$ cat config.mk
export PLATFORM = sky130hd
export DESIGN_NAME = adc_dual_scan_sequencer
export DESIGN_NICKNAME = d
export VERILOG_FILES = /design/src/rtl/adc_dual_scan_sequencer.sv
export SDC_FILE = /design/constraint.sdc
export NUM_CORES = 1
export LEC_CHECK = 0
export CORE_MARGIN = 8
export CORE_UTILIZATION = 40
export CTS_BUF_LIST = sky130_fd_sc_hd__clkbuf_8
export DETAILED_ROUTE_END_ITERATION = 10
export GPL_ROUTABILITY_DRIVEN = 0
export PLACE_DENSITY = 0.67
export SLEW_MARGIN = 15
export SYNTH_ARGS = -nofsm -noshare
export SYNTH_HDL_FRONTEND = slang
export SYNTH_SLANG_ARGS = --single-unit
export TNS_END_PERCENT = 100
$ cat constraint.sdc
create_clock -name clk_clk -period 4.4 [get_ports clk_clk]
set_input_delay 0.88 -clock clk_clk [delete_from_list [all_inputs] [get_ports clk_clk]]
set_output_delay 0.88 -clock clk_clk [all_outputs]
set_load 0.02 [all_outputs]
$ cat src/rtl/adc_dual_scan_sequencer.sv
// Dual Modular ADC scan controller: waits for a settled PLL lock, issues paired
// same-channel commands to ADC0/ADC1 and streams both responses as tagged samples.
module adc_dual_scan_sequencer #(
    parameter int NUM_CH         = 9,
    parameter int SETTLE_CYCLES  = 64,
    parameter int TIMEOUT_CYCLES = 1024,
    parameter int DATA_W         = 12
) (
    input  logic              clk_clk,
    input  logic              reset_reset,
    input  logic              pll_locked,
    output logic              pll_locked_to_adc,
    input  logic              enable,
    input  logic [NUM_CH-1:0] ch_mask,
    output logic              cmd0_valid,
    input  logic              cmd0_ready,
    output logic              cmd1_valid,
    input  logic              cmd1_ready,
    output logic [4:0]        cmd_channel,
    output logic              cmd_sop_eop,
    input  logic              rsp0_valid,
    input  logic [4:0]        rsp0_channel,
    input  logic [DATA_W-1:0] rsp0_data,
    input  logic              rsp1_valid,
    input  logic [4:0]        rsp1_channel,
    input  logic [DATA_W-1:0] rsp1_data,
    output logic              smp_valid,
    output logic              smp_adc,
    output logic [4:0]        smp_channel,
    output logic [DATA_W-1:0] smp_data,
    input  logic              err_clear,
    output logic              err_timeout,
    output logic              err_mismatch,
    output logic              busy
);

    localparam int IW    = (NUM_CH > 1) ? $clog2(NUM_CH) : 1;
    localparam int CNT_W = $clog2(((SETTLE_CYCLES > TIMEOUT_CYCLES) ? SETTLE_CYCLES : TIMEOUT_CYCLES) + 1);

    typedef enum logic [2:0] {IDLE, SETTLE, SELECT, ISSUE, WAIT_RSP, EMIT0, EMIT1} state_t;

    state_t              state, state_next;
    logic [CNT_W-1:0]    cnt;
    logic [4:0]          cur_idx, next_idx;
    logic                found, go_select;
    logic                acc0, acc1, got0, got1;
    logic                hs0, hs1, lat0, lat1;
    logic                both_acc, both_got, timeout_hit, mismatch_hit;
    logic [4:0]          rsp0_ch_q, rsp1_ch_q;
    logic [DATA_W-1:0]   rsp0_data_q, rsp1_data_q;

    // Circular search for the next enabled channel strictly after cur_idx; the
    // last candidate is cur_idx itself, so a single set bit repeats.
    always_comb begin
        int cand;
        next_idx = cur_idx;
        found    = 1'b0;
        cand     = 0;
        for (int k = 1; k <= NUM_CH; k++) begin
            cand = int'(cur_idx) + k;
            if (cand >= NUM_CH) cand = cand - NUM_CH;
            if (!found && ch_mask[cand[IW-1:0]]) begin
                found    = 1'b1;
                next_idx = 5'(cand);
            end
        end
    end

    assign go_select  = pll_locked && enable && found;
    assign cmd0_valid = pll_locked && (state == ISSUE) && !acc0;
    assign cmd1_valid = pll_locked && (state == ISSUE) && !acc1;
    assign cmd_sop_eop = cmd0_valid || cmd1_valid;
    assign hs0 = cmd0_valid && cmd0_ready;
    assign hs1 = cmd1_valid && cmd1_ready;

    // A response counts only once its own command has been accepted in an earlier cycle.
    assign lat0 = pll_locked && !got0 && rsp0_valid && (((state == ISSUE) && acc0) || (state == WAIT_RSP));
    assign lat1 = pll_locked && !got1 && rsp1_valid && (((state == ISSUE) && acc1) || (state == WAIT_RSP));

    assign both_acc     = (acc0 || hs0) && (acc1 || hs1);
    assign both_got     = (got0 || lat0) && (got1 || lat1);
    assign timeout_hit  = pll_locked && (state == WAIT_RSP) && !both_got && (cnt == CNT_W'(TIMEOUT_CYCLES - 1));
    assign mismatch_hit = (lat0 && (rsp0_channel != cmd_channel)) || (lat1 && (rsp1_channel != cmd_channel));
    assign busy         = (state != IDLE) && (state != SETTLE);

    always_ff @(posedge clk_clk or posedge reset_reset) begin
        if (reset_reset) state <= IDLE;
        else             state <= state_next;
    end

    always_comb begin
        state_next = state;
        if (!pll_locked) begin
            state_next = IDLE;
        end else begin
            case (state)
                IDLE:     state_next = SETTLE;
                SETTLE:   if (cnt == CNT_W'(SETTLE_CYCLES - 1)) state_next = SELECT;
                SELECT:   if (go_select) state_next = ISSUE;
                ISSUE:    if (both_acc) state_next = WAIT_RSP;
                WAIT_RSP: begin
                    if (both_got)         state_next = EMIT0;
                    else if (timeout_hit) state_next = SELECT;
                end
                EMIT0:    state_next = EMIT1;
                EMIT1:    state_next = SELECT;
                default:  state_next = IDLE;
            endcase
        end
    end

    // Counters, handshake/response capture and sticky errors (set wins over clear).
    always_ff @(posedge clk_clk or posedge reset_reset) begin
        if (reset_reset) begin
            pll_locked_to_adc <= 1'b0;
            cnt          <= '0;
            cur_idx      <= 5'(NUM_CH - 1);
            cmd_channel  <= '0;
            acc0         <= 1'b0;
            acc1         <= 1'b0;
            got0         <= 1'b0;
            got1         <= 1'b0;
            rsp0_ch_q    <= '0;
            rsp1_ch_q    <= '0;
            rsp0_data_q  <= '0;
            rsp1_data_q  <= '0;
            err_timeout  <= 1'b0;
            err_mismatch <= 1'b0;
        end else begin
            pll_locked_to_adc <= pll_locked;
            err_timeout  <= (err_timeout && !err_clear) || timeout_hit;
            err_mismatch <= (err_mismatch && !err_clear) || mismatch_hit;
            if (hs0) acc0 <= 1'b1;
            if (hs1) acc1 <= 1'b1;
            if (lat0) begin
                got0        <= 1'b1;
                rsp0_ch_q   <= rsp0_channel;
                rsp0_data_q <= rsp0_data;
            end
            if (lat1) begin
                got1        <= 1'b1;
                rsp1_ch_q   <= rsp1_channel;
                rsp1_data_q <= rsp1_data;
            end
            case (state)
                IDLE:     cnt <= '0;
                SETTLE:   cnt <= cnt + CNT_W'(1);
                SELECT: begin
                    if (go_select) begin
                        cur_idx     <= next_idx;
                        cmd_channel <= next_idx;
                        acc0        <= 1'b0;
                        acc1        <= 1'b0;
                        got0        <= 1'b0;
                        got1        <= 1'b0;
                    end
                end
                ISSUE:    cnt <= '0;
                WAIT_RSP: cnt <= cnt + CNT_W'(1);
                default:  ;
            endcase
        end
    end

    always_comb begin
        smp_valid   = 1'b0;
        smp_adc     = 1'b0;
        smp_channel = '0;
        smp_data    = '0;
        if (pll_locked && (state == EMIT0)) begin
            smp_valid   = 1'b1;
            smp_channel = rsp0_ch_q;
            smp_data    = rsp0_data_q;
        end else if (pll_locked && (state == EMIT1)) begin
            smp_valid   = 1'b1;
            smp_adc     = 1'b1;
            smp_channel = rsp1_ch_q;
            smp_data    = rsp1_data_q;
        end
    end

endmodule

==> results of run 1 <==
[how the worst max path moves through the flow]
stage / start / to / slack, ps / depth (start not counted)
after floorplan: cmd_channel[0] / cmd_channel[1] / 50 / 19
after global placement: cmd_channel[1] / cur_idx[3] / 10 / 15
after detailed placement: cmd_channel[1] / cmd_channel[4] / -3 / 16
after CTS: cmd_channel[1] / cur_idx[3] / -20 / 15
after global routing: cmd_channel[0] / cmd_channel[1] / -20 / 16
final: cmd_channel[1] / cmd_channel[1] / 120 / 18
[logic make-up (layout without fill, tap and decap cells)]
family | count (synthesis) | in the layout | share of synthesized area (%)
multiplexers | 69 | 69 | 12.0
flip-flops | 61 | 61 | 22.5
AO/OA/AOI/OAI | 246 | 246 | 26.1
buffers and inverters | 82 | 208 | 5.17
adder cells (fa/ha/maj) | 25 | 25 | 4.60
AND/OR/NAND/NOR | 289 | 289 | 21.4
XOR/XNOR | 62 | 62 | 8.32
[layer usage]
| metal | share of wire (%) | up-vias | GRT usage, % |
|---|---|---|---|
| li1 | - | 3320 | - |
| met1 | 43 | 3351 | 27.6 |
| met2 | 43 | 376 | 30.7 |
| met3 | 10 | 53 | 5.44 |
| met4 | 2.9 | 0 | 7.01 |
| met5 | 0 | - | 0 |
[through the flow]
stage	utilization, %	setup TNS [ps]
6_report	51.8	0
5_1_grt	51.8	-16.8
4_1_cts	50.6	-34.1
3_5_place_dp	49.4	-2.52
3_3_place_gp	49.4	0
2_1_floorplan	-	0
[final cells by class]
class | count | area share, %
clock inverter | 7 | 0.859
multi-input combinational | 691 | 58.5
clock buffer | 9 | 1.44
inverter | 25 | 1.18
timing repair buffer | 167 | 17.0
tap | 220 | 3.20
sequential | 61 | 17.8
[layout by cell type (no fill, tap or decap), drive strengths merged, types with 6 or more instances in the layout]
| master | instances |
|---|---|
| a211oi | 9 |
| a21boi | 13 |
| a21oi | 46 |
| a221oi | 9 |
| a22o | 19 |
| a22oi | 12 |
| a31oi | 9 |
| and2 | 8 |
| and3 | 13 |
| buf | 85 |
| clkbuf | 9 |
| clkdlybuf4s50 | 82 |
| dfrtp | 60 |
| ha | 25 |
| inv | 24 |
| mux2 | 41 |
| mux2i | 22 |
| mux4 | 6 |
| nand2 | 86 |
| nand2b | 16 |
| nand3 | 23 |
| nand4 | 7 |
| nor2 | 66 |
| nor2b | 11 |
| nor3 | 21 |
| o211ai | 10 |
| o21ai | 41 |
| o22ai | 16 |
| or2 | 6 |
| or3 | 8 |
| xnor2 | 45 |
| xor2 | 17 |
[worst max-delay path: stages, from the launching register on]
cell and delay, ps:
dfrtp_1 410, clkinvlp_4 180, buf_4 200, ha_1 210, nand2b_4 170, a2111oi_4 350
buf_4 200, buf_6 140, mux2i_2 260, mux4_2 330, a21oi_1 160, a211o_2 170
nand4_4 130, nor3_4 290, buf_4 170, nand3b_2 110, or4_1 520, o21ai_1 90
a31oi_1 50
[registers in the layout, summed over array words and instances, names as in the netlist]
signal	flops
err_mismatch	1
rsp0_data_q	12
pll_locked_to_adc	1
acc0	1
rsp1_data_q	12
state	3
cur_idx	1
rsp1_ch_q	5
rsp0_ch_q	5
err_timeout	1
cnt	11
acc1	1
got1	1
got0	1
cmd_channel	5
[timing repair]
action / in CTS / in global routing
hold endpoints to repair: 0 / 0
setup endpoints to repair: 2 / 7
pin swaps: 0 / 10
gates resized for setup: 0 / 18
buffers inserted: 0 / 16
==> flow_summary.yaml, run 1 <==
outcome:
  status: "complete, no violations"
logic_synthesis:
  yosysWarnings: 0
  syn_area_sq_um: 6800
  netlist_top_cells_area: "dfrtp_1 (22%), mux2_2 (6.8%), xnor2_1 (5.5%)"
  ys_seq_area_share_pct: 22.5
  synth.distinct_cells: 90
  yosysTopAreaCellShare_pct: 22.1
  yosys.cell_count.top_type: "nand2_1"
  syn_area_per_cell_sq_um: 8.15
  synth_edf_count: 0
  syn_inst: 834
  netlist_top_cells_count: "nand2_1 (86), nor2_1 (66), dfrtp_1 (60), a21oi_1 (45), xnor2_1 (43)"
  synthFlopType: "dfrtp_1"
  ys_async_sr_fraction_pct: 100
  synth.net_count: 911
  ys_seq_elements: 61
  yosys.area.top_type: "dfrtp_1"
sta:
  finalCritPeriodShare_pct: 97.3
  slew_violations: 0
  hold_viol: 0
  layout_setup_ws_ps: 119
  relSlewSlack_pct: 37.3
  fin_hold_ws_ps: 510
  setup_viol: 0
  fin_worst_skew_ps: 8.14
  min_period_ps: 4280
  max_slew.worst_pin.slew_ps: 940
  clock.fmax_mhz: 234
cts:
  clkLatencyLatePin_ps: 340
  cts_made_buffers: 9
  cts_root_buf: "clkbuf_8"
  postCtsHoldBufs: 0
  clk_pin_slew_ps: 80
  cts.path.max_buffers: 2
  htree_num_levels: 3
  cts_num_sinks: 61
  cts_tree: "done"
critical_path:
  critPathRequiredTime_ps: 4600
  path_class: "register to register"
  crit_arrival_ps: 4480
  r2r-start: "cmd_channel[1]"
  r2r_slack_ps: 120
  endpoint_kind: "register"
  crit_fanout: 7
  crit_path_start_kind: "register"
  rr_endpoint: "cmd_channel[1]"
  worstRegToRegCells: 18
worst_hold_path:
  whs_path_depth: 1
  hold_start: "rsp0_data_q[0]"
  worst_hold_path.endpoint: "rsp0_data_q[0]"
  holdCritPathClass: "register to register"
place:
  place_hpwl_mm: 17.2
  dp_cells: 1148
  place_ws_ps: -2.52
  place_area_sq_um: 8200
  place.port_buffers: 82
drt:
  wl_per_cell_um: 19.4
  wl_mm: 22.9
  ant_nets: 0
  viasPerCell: 6.02
  drt-initial-drc-count: 572
  dr.pass1.iters: 5
  drc: 0
  vias: 7100
grt:
  antenna_found_initial: 0
  grt_pass1_vias: 6560
  grt_overflow_total: 0
  grt_usage_pct: 20.4
  grt_pass1_wl_mm: 35.8
  grt_max_degree: 45
finish:
  syn_to_final_growth_pct: 26.4
  fillers: 1551
  num_antenna_cells: 0
  design_area_sq_um: 8590
  final_nets: 1032
  layout-drive-gt1-share_pct: 20.6
  final_cells: 1180
  multi_input_comb_area_sq_um: 5030
  ff_latch_area_sq_um: 1530
flow_run:
  cap_violations: 0
floorplanning:
  rows: 47
  start_util_pct: 41.0
  core_sq_um: 16600
  dieArea_sq_um: 21400
  die_w_um: 146
  ios: 83
  die_y_um: 146
Power of run 1 is left out: the tool's default activity adds up to more than one toggle a clock period on the data nets, which glitch-free logic cannot reach.
==> run 2: changes to the inputs <==
--- a/config.mk
+++ b/config.mk
@@ -6,11 +6,11 @@
 export NUM_CORES = 1
 export LEC_CHECK = 0
 export CORE_MARGIN = 8
-export CORE_UTILIZATION = 40
+export CORE_UTILIZATION = 50
 export CTS_BUF_LIST = sky130_fd_sc_hd__clkbuf_8
 export DETAILED_ROUTE_END_ITERATION = 10
 export GPL_ROUTABILITY_DRIVEN = 0
-export PLACE_DENSITY = 0.67
+export PLACE_DENSITY = 0.8
 export SLEW_MARGIN = 15
 export SYNTH_ARGS = -nofsm -noshare
 export SYNTH_HDL_FRONTEND = slang
==> run 2 against run 1 <==
Effect of this change:
- sequential share of layout area rose by 0.28 points
- routed wire length rose by 0.59%
- maximum frequency fell by 0.72%
- register-to-register slack got worse by 30 ps
- setup slack got worse by 31 ps
- clock-buffer cell count rose by 1
- final cell count fell by 5.3%
- sequential cell count did not move
- die area fell by 18%
- critical path depth did not move
- non-clock buffer count fell by 18
- worst hold slack barely moved
- critical path type unchanged
- critical endpoint is now cmd_channel[4]
==> flow_summary.yaml, run 2 (synthesized netlist as in run 1, its figures left out) <==
drt:
  dr.pass1.iters: 6
  vias: 7184
  wl_per_cell_um: 20.6
  wl_mm: 23.0
  drt-initial-drc-count: 883
  viasPerCell: 6.43
  drc: 0
  ant_nets: 0
grt:
  grt_usage_pct: 25.6
  grt_pass1_vias: 6825
  grt_overflow_total: 0
  antenna_found_initial: 0
  grt_max_degree: 37
  grt_pass1_wl_mm: 36.9
critical_path:
  critPathRequiredTime_ps: 4620
  worstRegToRegCells: 18
  endpoint_kind: "register"
  crit_fanout: 15
  crit_arrival_ps: 4530
  r2r_slack_ps: 90
  crit_path_start_kind: "register"
  path_class: "register to register"
sta:
  relSlewSlack_pct: 46.7
  setup_viol: 0
  finalCritPeriodShare_pct: 98.0
  hold_viol: 0
  max_slew.worst_pin.slew_ps: 799
  rsz0062_at_grt: "true"
  fin_hold_ws_ps: 509
  fin_worst_skew_ps: 11.6
  slew_violations: 0
  clock.fmax_mhz: 232
  min_period_ps: 4310
finish:
  final_nets: 1014
  layout-drive-gt1-share_pct: 19.0
  fillers: 1118
  final_common_cell: "nand2_1"
  final_cell_mix: "nand2_1 (86), clkdlybuf4s50_1 (82), nor2_1 (66), buf_4 (61), dfrtp_1 (58)"
  syn_to_final_growth_pct: 24.5
  num_antenna_cells: 0
  top_regs: "rsp0_data_q (12), rsp1_data_q (12), cnt (11)"
cts:
  clkLatencyLatePin_ps: 340
  clk_pin_slew_ps: 70
  cts_num_sinks: 61
  htree_num_levels: 3
  cts.path.max_buffers: 2
  cts_made_buffers: 9
  cts_tree: "done"
  cts_root_buf: "clkbuf_8"
floorplanning:
  ios: 83
  core_sq_um: 13200
  die_y_um: 133
  rows: 42
  start_util_pct: 51.4
  die_w_um: 133
  dieArea_sq_um: 17600
flow_run:
  cap_violations: 0
place:
  place_hpwl_mm: 16.9
  place.port_buffers: 82
worst_hold_path:
  whs_path_depth: 1
  holdCritPathClass: "register to register"
outcome:
  status: "complete, no violations"
-- run 2: through the flow --
stage / std cells / worst slack (ps) / utilization (%) / TNS [ps] / area [sq um]
final: 1118 / 87.7 / 64.0 / 0 / 8470
after detailed placement: 1093 / 94.2 / 61.1 / 0 / 8100
after floorplan: 834 / 48.8 / - / 0 / 6830
after global placement: 1093 / 144 / 61.1 / 0 / 8100
after global routing: 1118 / -71.9 / 64.0 / -176 / 8470
after CTS: 1109 / 58.7 / 62.8 / 0 / 8320
-- run 2: path summary, 6_finish.rpt --
| path | from | to |
|---|---|---|
| worst max-delay path | cmd_channel[1] | cmd_channel[4] |
| min in group asynchronous | reset_reset | rsp1_data_q[4] |
| worst min register to register | rsp0_ch_q[1] | rsp0_ch_q[1] |
| worst min-delay path | rsp0_ch_q[1] | rsp0_ch_q[1] |
| max in group asynchronous | reset_reset | rsp0_data_q[5] |
| worst max register to register | cmd_channel[1] | cmd_channel[4] |
-- run 2: what timing repair did --
item / 4_1_cts / 5_1_grt
hold buffers: 0 / 0
endpoints found under the setup margin: 0 / 7
resized for setup: 0 / 18
setup buffers: 0 / 9
hold endpoints to repair: 0 / 0
-- run 2: layout make-up --
class / instances / area (sq um) / area share [%]
clock inverter: 6 / 86.3 / 1.02
clock buffer: 10 / 138 / 1.63
multi-input combinational: 691 / 5020 / 59.3
inverter: 25 / 97.6 / 1.15
sequential: 61 / 1530 / 18.1
tap: 176 / 220 / 2.60
timing repair buffer: 149 / 1370 / 16.2
-- run 2: routing by layer --
metal / wire length (um) / GRT usage [%] / vias up
li1: - / - / 3308
met1: 9550 / 34.5 / 3391
met2: 10200 / 38.4 / 431
met3: 2630 / 6.93 / 54
met4: 650 / 9.40 / 0
met5: 0 / 0 / -
-- run 2: worst max-delay path, cell delays in order, from the launching register on --
cell        delay [ps]
dfrtp_2            420
clkinvlp_4         220
buf_6              190
ha_1               230
nand2b_4           190
a2111oi_4          350
buf_4              200
buf_6              170
mux2i_2            270
mux4_2             330
a21oi_1            160
a211o_2            170
nand4_4            140
nor3_4             290
buf_6              160
nand2_1            100
or3_1              380
o21ai_1            110
a31oi_1            100
Power of run 2 is left out for the same reason.
